$ cat src/rtl/lag_sequencer.sv
// lag_sequencer: runs display-lag trials (frame-synced white flash, clock count until the photo-sensor sees light).
// Optional min/max/sum/count statistics are built when LAG_SEQ_STATS_EN is defined; otherwise they read as 0.
module lag_sequencer #(
    parameter int               CNT_W      = 24,
    parameter int               GAP_FRAMES = 4,
    parameter logic [CNT_W-1:0] TIMEOUT    = 24'd5_000_000
) (
    input  logic             clk,
    input  logic             reset_n,
    input  logic             vblank,
    input  logic             sensor,
    input  logic             start,
    input  logic             abort,
    input  logic [7:0]       trials,
    output logic             flash,
    output logic             busy,
    output logic             result_valid,
    output logic [CNT_W-1:0] result_cycles,
    output logic             result_timeout,
    output logic             done,
    output logic [CNT_W-1:0] min_cycles,
    output logic [CNT_W-1:0] max_cycles,
    output logic [CNT_W+7:0] sum_cycles,
    output logic [7:0]       ok_count
);

    typedef enum logic [2:0] {S_IDLE, S_ARM, S_WAIT_AV, S_MEASURE, S_GAP} state_t;

    localparam logic [7:0] GAP_N = 8'(GAP_FRAMES);

    logic r_sensor_m, r_sensor_s, r_vb_d;
    logic w_vb_rise, w_vb_fall;

    // NOTE: sequential state uses <= so every register samples the pre-edge values of the others.
    always_ff @(posedge clk or negedge reset_n) begin
        if (!reset_n) begin
            r_sensor_m <= 1'b0;
            r_sensor_s <= 1'b0;
            r_vb_d     <= 1'b0;
        end else begin
            r_sensor_m <= sensor;
            r_sensor_s <= r_sensor_m;
            r_vb_d     <= vblank;
        end
    end

    assign w_vb_rise = vblank & ~r_vb_d;
    assign w_vb_fall = ~vblank & r_vb_d;

    state_t           r_state;
    logic [7:0]       r_left;
    logic [7:0]       r_gap_cnt;
    logic [CNT_W-1:0] r_cnt;
    logic             r_flash, r_busy, r_result_valid, r_result_timeout, r_done;
    logic [CNT_W-1:0] r_result_cycles;

    always_ff @(posedge clk or negedge reset_n) begin
        if (!reset_n) begin
            r_state          <= S_IDLE;
            r_left           <= 8'd0;
            r_gap_cnt        <= 8'd0;
            r_cnt            <= '0;
            r_flash          <= 1'b0;
            r_busy           <= 1'b0;
            r_result_valid   <= 1'b0;
            r_result_timeout <= 1'b0;
            r_result_cycles  <= '0;
            r_done           <= 1'b0;
        end else begin
            r_result_valid <= 1'b0;
            r_done         <= 1'b0;
            if (abort) begin
                r_state <= S_IDLE;
                r_flash <= 1'b0;
                r_busy  <= 1'b0;
            end else begin
                case (r_state)
                    S_IDLE: begin
                        if (start) begin
                            if (trials != 8'd0) begin
                                r_left  <= trials;
                                r_busy  <= 1'b1;
                                r_state <= S_ARM;
                            end else begin
                                r_done <= 1'b1;
                            end
                        end
                    end
                    S_ARM: begin
                        if (w_vb_rise) begin
                            r_flash <= 1'b1;
                            r_state <= S_WAIT_AV;
                        end
                    end
                    S_WAIT_AV: begin
                        if (w_vb_fall) begin
                            r_cnt   <= '0;
                            r_state <= S_MEASURE;
                        end
                    end
                    S_MEASURE: begin
                        // Sensor is tested first so a simultaneous timeout loses; cnt stops at TIMEOUT.
                        if (r_sensor_s) begin
                            r_result_cycles  <= r_cnt;
                            r_result_timeout <= 1'b0;
                            r_result_valid   <= 1'b1;
                            r_flash          <= 1'b0;
                            r_gap_cnt        <= 8'd0;
                            r_state          <= S_GAP;
                        end else if (r_cnt == TIMEOUT) begin
                            r_result_cycles  <= TIMEOUT;
                            r_result_timeout <= 1'b1;
                            r_result_valid   <= 1'b1;
                            r_flash          <= 1'b0;
                            r_gap_cnt        <= 8'd0;
                            r_state          <= S_GAP;
                        end else begin
                            r_cnt <= r_cnt + CNT_W'(1);
                        end
                    end
                    S_GAP: begin
                        if (w_vb_rise && r_gap_cnt != 8'hFF) begin
                            r_gap_cnt <= r_gap_cnt + 8'd1;
                        end
                        if (r_gap_cnt >= GAP_N && !r_sensor_s) begin
                            if (r_left != 8'd1) begin
                                r_left  <= r_left - 8'd1;
                                r_state <= S_ARM;
                            end else begin
                                r_done  <= 1'b1;
                                r_busy  <= 1'b0;
                                r_state <= S_IDLE;
                            end
                        end
                    end
                    default: begin
                        r_flash <= 1'b0;
                        r_busy  <= 1'b0;
                        r_state <= S_IDLE;
                    end
                endcase
            end
        end
    end

    assign flash          = r_flash;
    assign busy           = r_busy;
    assign result_valid   = r_result_valid;
    assign result_cycles  = r_result_cycles;
    assign result_timeout = r_result_timeout;
    assign done           = r_done;

`ifdef LAG_SEQ_STATS_EN
    logic             w_start_ok, w_ok_result;
    logic [CNT_W-1:0] r_min, r_max;
    logic [CNT_W+7:0] r_sum;
    logic [7:0]       r_ok;

    // Mirrors the FSM's accept and sensor-hit conditions so stats move on the result_valid edge.
    assign w_start_ok  = (r_state == S_IDLE) && start && !abort;
    assign w_ok_result = (r_state == S_MEASURE) && r_sensor_s && !abort;

    always_ff @(posedge clk or negedge reset_n) begin
        if (!reset_n) begin
            r_min <= '1;
            r_max <= '0;
            r_sum <= '0;
            r_ok  <= 8'd0;
        end else if (w_start_ok) begin
            r_min <= '1;
            r_max <= '0;
            r_sum <= '0;
            r_ok  <= 8'd0;
        end else if (w_ok_result) begin
            if (r_cnt < r_min) r_min <= r_cnt;
            if (r_cnt > r_max) r_max <= r_cnt;
            r_sum <= r_sum + {8'd0, r_cnt};
            if (r_ok != 8'hFF) r_ok <= r_ok + 8'd1;
        end
    end

    assign min_cycles = r_min;
    assign max_cycles = r_max;
    assign sum_cycles = r_sum;
    assign ok_count   = r_ok;
`else
    assign min_cycles = '0;
    assign max_cycles = '0;
    assign sum_cycles = '0;
    assign ok_count   = 8'd0;
`endif

endmodule

$ cat config.mk
export PLATFORM = sky130hd
export DESIGN_NAME = lag_sequencer
export DESIGN_NICKNAME = d
export VERILOG_FILES = /design/src/rtl/lag_sequencer.sv
export SDC_FILE = /design/constraint.sdc
export NUM_CORES = 1
export LEC_CHECK = 0
export CORE_MARGIN = 10
export CORE_UTILIZATION = 30
export DETAILED_ROUTE_END_ITERATION = 8
export DONT_BUFFER_PORTS = 1
export GPL_TIMING_DRIVEN = 1
export SYNTH_ARGS = -nofsm -noshare
export SYNTH_HDL_FRONTEND = slang
export SYNTH_SLANG_ARGS = --single-unit
$ cat constraint.sdc
create_clock -name clk -period 2.2 [get_ports clk]
set_input_delay 0.11 -clock clk [delete_from_list [all_inputs] [get_ports clk]]
set_output_delay 0.11 -clock clk [all_outputs]
set_load 0.005 [all_outputs]
After elaboration in Yosys (flattened, before gate mapping)
Index checks and enable logic that the tools add are counted.

Flip-flop bits (word level): 75. Input bits: 14. Output and inout port bits: 117.

Add/subtract/negate cells: 3. Order comparisons: 1. Equality and inequality tests: 25. Multiplexer cells: 48. Bitwise logic cells: 5. Reduce and logical (&&, ||, !) cells: 18.

Operators by type and width (count): 24-bit two-way mux (5); 8-bit two-way mux (7); 24-bit case mux with 2 select lines (1); 8-bit case mux with 2 select lines (2); 24-bit by 1-bit adder with 24-bit output (second input constant) (1); 24-bit by 23-bit == test with 1-bit output (second input constant) (1); 3-bit two-way mux (8); 1-bit two-way mux (21); 3-bit inequality test (second input constant) (7); 2-bit inequality test (second input constant) (8); 3-bit case mux with 5 select lines (1); 6-bit AND reduction (2); 5-bit AND reduction (2); 8-bit by 1-bit adder with 8-bit output (second input constant) (1); 8-bit by 3-bit >= comparator with 1-bit output (second input constant) (1); 8-bit by 1-bit inequality test with 1-bit output (second input constant) (1); 8-bit inequality test (second input constant) (1); 2-bit nonzero test (4); 8-bit nonzero test (1); 8-bit by 1-bit subtractor with 8-bit output (second input constant) (1); 3-bit by 2-bit == test with 1-bit output (second input constant) (2); 1-bit case mux with 3 select lines (2); 3-bit AND reduction (2); 3-bit OR reduction (2); other kinds (11) (16).

Longest topological paths before layout
Gate-level depths: netlist of run 1.

Depth in word-level cells: 5. Depth in mapped cells: 9. Mapped depth without buffers: 8.

Worst setup path after synthesis of run 1
OpenSTA, ideal clock, no wires.

Kind: reg-to-reg. From: reg r_left[3]. To: reg r_left[1]. Library setup time: 0.128 ns. Data arrival time: 1.789 ns. Slack: 0.283 ns. Cell stages (with the launch flop): 7. Cells stage by stage: dfrtp_1 > buf_2 > nor4_2 > nand3_1 > a31oi_2 > nand2b_2 > mux2_1.

Cells in the longest elaborated chain, start to end: 3.

Ends and longest elaborated chain: from (decl) (line 51) `logic [7:0] r_left;`; from (signal assigned) (line 81) `r_left <= trials;`; from (signal assigned) (line 127) `r_left <= r_left - 8'd1;`; 8-bit by 1-bit inequality test with 1-bit output (line 126) `if (r_left != 8'd1) begin`; 2-bit inequality test (no source line); 6-bit AND reduction (no source line).

No other way between the ends. A chain may end at the register's enable or synchronous reset.

Worst setup path in the final report of run 1
From: reg r_cnt[16]. To: reg r_state[0].

Cells in the longest elaborated chain, start to end: 3.

Ends and longest elaborated chain: from (decl) (line 53) `logic [CNT_W-1:0] r_cnt;`; from (signal assigned) (line 118) `r_cnt <= r_cnt + CNT_W'(1);`; 24-bit by 23-bit == test with 1-bit output (line 110) `end else if (r_cnt == TIMEOUT) begin`; 4-bit inequality test (no source line); 6-bit AND reduction (no source line); to (signal assigned) (line 109) `r_state <= S_GAP;`; to (signal assigned) (line 116) `r_state <= S_GAP;`; to (signal assigned) (line 128) `r_state <= S_ARM;`; to (decl) (line 50) `state_t r_state;`.

No other way between the ends.

==> metrics.txt, run 1 <==
initial antenna violation count=0; Switching Power=0.9590 mW; RR Startpoint=r_cnt[16]; Clk pwr share=44.4%; CP Launch Type=register; chip height=142.7 um; Worst setup EP type=register; Post-synth EDFFs=0; simple-gate share of the synthesized area=18.59%; final hold violation count=0; first-pass GRT wire length=17760 um; Detailed Route WL=11220 um; Starting Density=30.84%; Total GRT Usage=10.78%; Syn Inst Count=478; leakage power=2.219 nW; top-area cell type share of the netlist area=41.55%; Hold Path Class=input port to register; R2R Setup Slk=140 ps; Yosys warnings=0; Distinct cells, synth=68; DR iter-0 viols=250; Worst-Skew Late Latency=330 ps; Root Buffer=clkbuf_16; RSZ-0062 raised after global routing=false; HP Start=abort; Synth Area in XOR/XNOR=3.102%; Area Overhead vs Synth=9.695%; Max Cap Violations=0; core region area=0.01464 sq mm; PwrDens=732.9 mW/mm^2; proportion of synthesized area in mux cells=0.6925%; crit path time final=2065 ps; post-placement cell count=664; dominant cells by area after synthesis=dfrtp_1 42%, buf_4 15%, a22o_1 3.1%, nor2_1 2.7%, nand2_1 2.6%; GP Congestion=0.8771; Hold Path Depth=2; Mapped Area=0.004517 sq mm; Relative slew margins=65.24%; DRC Markers=0; H-tree depth reported by CTS=3; synth cell count leaders=88 x buf_4, 75 x dfrtp_1, 32 x nor2_1, 31 x nand2_1, 23 x o21ai_0; Finish-stage setup viols=0; adder-cell area share of the yosys netlist=1.662%; fill cell count=1503; CTS tree=yes; Data required, critical path=2410 ps; Slew Viols, Final=0; leading register cell type out of synthesis=dfrtp_1; maximum root-to-sink buffer count=2; largest family of logic cells by synthesized area=simple AND/OR/NAND/NOR gates; number of buffers added on ports=0; Layout Skew=6.068 ps; FMAX=0.4844 GHz; #FFs+latches synth=75; share of the yosys chip area belonging to registers=41.55%; I/O pin total=131; peak supply drop=0.4944 mV; internal power=2.672 mW; FF-to-FF End=r_state[0]; share of cells above drive strength 1=11.64%; Synth area leader=dfrtp_1; syn avg cell area=9.449 sq um; Via density=4.890; CTS sink cnt=75; die area=0.02036 sq mm; TritonRoute pass-1 iters=5; Synth Area in Compound Gates=16.09%; Final ANT Viol Nets=0; Hold Crit Endpoint=done; run status=finished, final reports clean; WS Path Type=register to register; R2R depth=5; FFs w/ async S/R, synth=100.0%; setup bufs post-CTS=0; worst slew pin tran=518.6 ps; # rows=44; maximum number of pins on one net before global-route repair=76; Worst Path Arrival=2270 ps; fin crit share=93.84%; Setup TNS Final=0 ps; design area=0.004955 sq mm; CTS buffer count=9; fin nets=523; Placed Area=0.004492 sq mm; vias in the first global route=3318; count leader, synth=buf_4; post-DP HPWL=8201 um; switch share=26.41%; Routed WL per cell=16.23 um; critical-path maximum fanout=6; grt ovf=0; post-route insts no fill=691; detailed-route via count=3379; Flop pwr share=45.0%; die width=142.7 um; Comb power frac=10.6%; diode count=0; Worst-path clk slew=60 ps
[power by group through the flow]
stage	sequential (mW)	clock (mW)	combinational (mW)
6_report	1.63	1.61	0.387
5_1_grt	1.65	1.72	0.446
4_1_cts	1.64	1.66	0.379
3_5_place_dp	1.66	0	0.321
3_3_place_gp	1.66	0	0.312
2_1_floorplan	1.60	0	0.390
[through the flow]
step	hold WS (ps)	total power, mW	utilization [%]	setup WS (ps)
after floorplan	-185.6	1.990	-	283.0
after global placement	-182.1	1.971	30.67	193.2
after detailed placement	-182.9	1.985	30.67	147.6
after CTS	5.721	3.678	33.83	131.6
after global routing	23.09	3.820	33.83	30.05
final	22.96	3.631	33.83	135.5
[state kept, by name, indices dropped and copies added (netlist names)]
| register | count |
|---|---|
| r_sensor_s | 1 |
| r_sensor_m | 1 |
| done | 1 |
| r_gap_cnt | 8 |
| busy | 1 |
| r_left | 8 |
| result_timeout | 1 |
| result_cycles | 24 |
| r_state | 3 |
| r_vb_d | 1 |
| flash | 1 |
| result_valid | 1 |
| r_cnt | 24 |
[metal layers]
layer / GRT usage (%) / wire length, um / part of all wire, %
met5: 0 / 0 / 0
met2: 17.67 / 5378 / 48
met3: 4.345 / 1247 / 11
met1: 12.88 / 4499 / 40
met4: 2.714 / 91 / 0.81
[what timing repair did]
action,CTS,global route
hold buffers,12,0
setup endpoints to repair,0,3
resized for setup,0,1
endpoints found under the hold margin,88,0
[cell families after synthesis]
logic type / count (synthesis)
simple gates: 153
buf+inv: 122
compound gates: 102
flops: 75
xor+xnor: 16
fa+ha+maj: 6
mux: 3
other cells: 1
[layout make-up]
class / instances / area, sq um / area share, %
Timing Repair Buffer: 34 / 315.3 / 6.364
Sequential cell: 75 / 1878 / 37.90
Tap cell: 184 / 230.2 / 4.646
Clock buffer: 10 / 239.0 / 4.823
Clock inverter: 5 / 85.08 / 1.717
Inverter: 15 / 58.81 / 1.187
Multi-Input combinational cell: 368 / 2148 / 43.36
[worst max-delay path, cell delays in order, from the launching register on]
cell and delay [ps]:
dfrtp_1 450, nor4b_1 360, nand4b_1 270, buf_4 240
o21ba_1 240, or3_1 390
[cell usage in the layout, fill, tap and decap left out, drive strengths merged, types with 12 or more instances in the layout]
cell   count
dfrtp     75
o21ai     28
buf       23
nand2     31
nand3     13
a22o      16
nor2      33
conb      88
inv       17
xnor2     12
nor3      19
a21oi     19
[how the worst max path moves through the flow]
stage | from | endpoint | slack (ps)
after CTS | r_cnt[16] | r_state[0] | 130
final | r_cnt[16] | r_state[0] | 140
after floorplan | r_left[3] | r_left[1] | 280
after detailed placement | r_cnt[16] | r_state[0] | 150
after global routing | r_cnt[16] | r_state[0] | 30
after global placement | r_cnt[12] | r_cnt[8] | 190
No activity file was read; power rests on OpenSTA's default activity.
==> run 2, diff against run 1 <==
- BUFFER_PORTS_ARGS: default -> -buffer_cell sky130_fd_sc_hd__buf_2
- CTS_CLUSTER_DIAMETER: default -> 200
- DONT_BUFFER_PORTS: 1 -> default
==> metrics.txt, run 2 (synthesis gave the netlist of run 1 again) <==
post-DP HPWL=8246 um; Placed Area=0.004710 sq mm; share of cells above drive strength 1=18.33%; final hold violation count=0; vias in the first global route=3427; Reg area=0.001878 sq mm; Total GRT Usage=10.37%; H-tree depth reported by CTS=3; run status=finished, final reports clean; WS Path Type=register to register; detailed-route via count=3402; die width=142.7 um; RR Startpoint=r_cnt[0]; die area=0.02036 sq mm; Starting Density=30.84%; Relative slew margins=61.84%; critical-path maximum fanout=13; # rows=44; CTS buffer count=9; Finish-stage setup viols=0; setup bufs post-CTS=0; Root Buffer=clkbuf_16; area of the multi-input gates=0.002148 sq mm; Via density=4.699; design area=0.005107 sq mm; commonest non-fill, non-tap cell in the layout=conb_1; number of buffers added on ports=42; CTS tree=yes; maximum root-to-sink buffer count=2; diode count=0; Worst setup EP type=register; CP Launch Type=register; peak supply drop=0.3960 mV; Final ANT Viol Nets=0; grt ovf=0; Area Overhead vs Synth=13.07%; Layout Skew=9.040 ps; Slew Viols, Final=0; Data required, critical path=2450 ps; R2R depth=8; Hold Crit Endpoint=busy; Hold Path Depth=2; FMAX=0.4912 GHz; most frequent cells in the layout=88 x conb_1, 74 x dfrtp_1, 41 x buf_2; fin crit share=92.53%; Routed WL per cell=15.16 um; GP Congestion=0.8744; FF-to-FF End=r_cnt[13]; TritonRoute pass-1 iters=4; DRC Markers=0; Hold Path Class=input port to register; fill cell count=1494; crit path time final=2036 ps; Detailed Route WL=10980 um; fin nets=555; Worst Path Arrival=2290 ps; Setup TNS Final=0 ps; PwrDens=754.3 mW/mm^2; Max Cap Violations=0; initial antenna violation count=0; leakage power=2.402 nW; Worst-path clk slew=60 ps; I/O pin total=131; worst slew pin tran=569.3 ps; core region area=0.01464 sq mm; first-pass GRT wire length=17460 um; CTS sink cnt=75; DR iter-0 viols=290; R2R Setup Slk=160 ps; Worst-Skew Late Latency=330 ps; maximum number of pins on one net before global-route repair=76; RSZ-0062 raised after global routing=false; chip height=142.7 um; HP Start=abort
[run 2: cell count changes in the layout (fill, tap and decap cells not counted), sizes merged]
cell,before,now
inv,17,15
bufinv,2,4
dlygate4sd3,11,3
clkinv,0,2
clkinvlp,1,0
buf,23,63
[run 2: layout make-up]
cell class | count | area share [%]
well taps | 184 | 4.508
repair buffers | 66 | 8.329
inverters | 15 | 1.151
clock inverters | 6 | 2.695
multi-input cells | 368 | 42.06
clock buffers | 10 | 4.483
flip-flops and latches | 75 | 36.77
[run 2: repair_timing]
item / CTS / global route
resized for setup: 0 / 1
endpoints found under the setup margin: 0 / 3
hold buffers: 3 / 0
hold endpoints to repair: 77 / 0
[run 2: metrics by stage]
stage | utilization, % | setup slack (ps) | hold slack, ps | power [mW] | std cells
2_1_floorplan | - | 283.0 | -185.6 | 1.990 | 565
3_3_place_gp | 32.16 | 179.8 | 155.6 | 2.060 | 705
3_5_place_dp | 32.16 | 119.5 | 161.9 | 2.073 | 705
4_1_cts | 34.87 | 118.7 | 72.25 | 3.895 | 724
5_1_grt | 34.88 | 28.97 | 97.51 | 4.043 | 724
6_report | 34.88 | 164.3 | 92.27 | 3.853 | 724
[run 2: how the worst max path moves through the flow]
stage / depth (start not counted) / start / endpoint / slack, ps
2_1_floorplan: 6 / r_left[3] / r_left[1] / 280
3_3_place_gp: 6 / r_cnt[11] / result_cycles[23] / 180
3_5_place_dp: 6 / r_cnt[11] / result_cycles[23] / 120
4_1_cts: 6 / r_cnt[11] / result_cycles[22] / 120
5_1_grt: 6 / r_cnt[11] / result_cycles[22] / 30
6_report: 8 / r_cnt[0] / r_cnt[13] / 160
[run 2: power by group]
part           switching, mW  internal, mW
clock                  0.568          1.23
sequential             0.109          1.49
combinational          0.271         0.183
[run 2: layer usage]
metal  part of all wire (%)  global-route usage (%)  vias to the layer above
li1                       -                       -                     1626
met1                     45                   13.02                     1655
met2                     48                   17.30                      119
met3                    7.4                   2.687                        2
met4                   0.27                   2.714                        0
met5                      0                       0                        -
[run 2: critical path, cell delays in order (launching register included)]
cell and delay, ps:
dfrtp_2 410, inv_1 60, ha_1 190, and3b_1 170, nand4_2 160, buf_4 150
o21bai_4 130, or4_1 520, a21oi_1 170
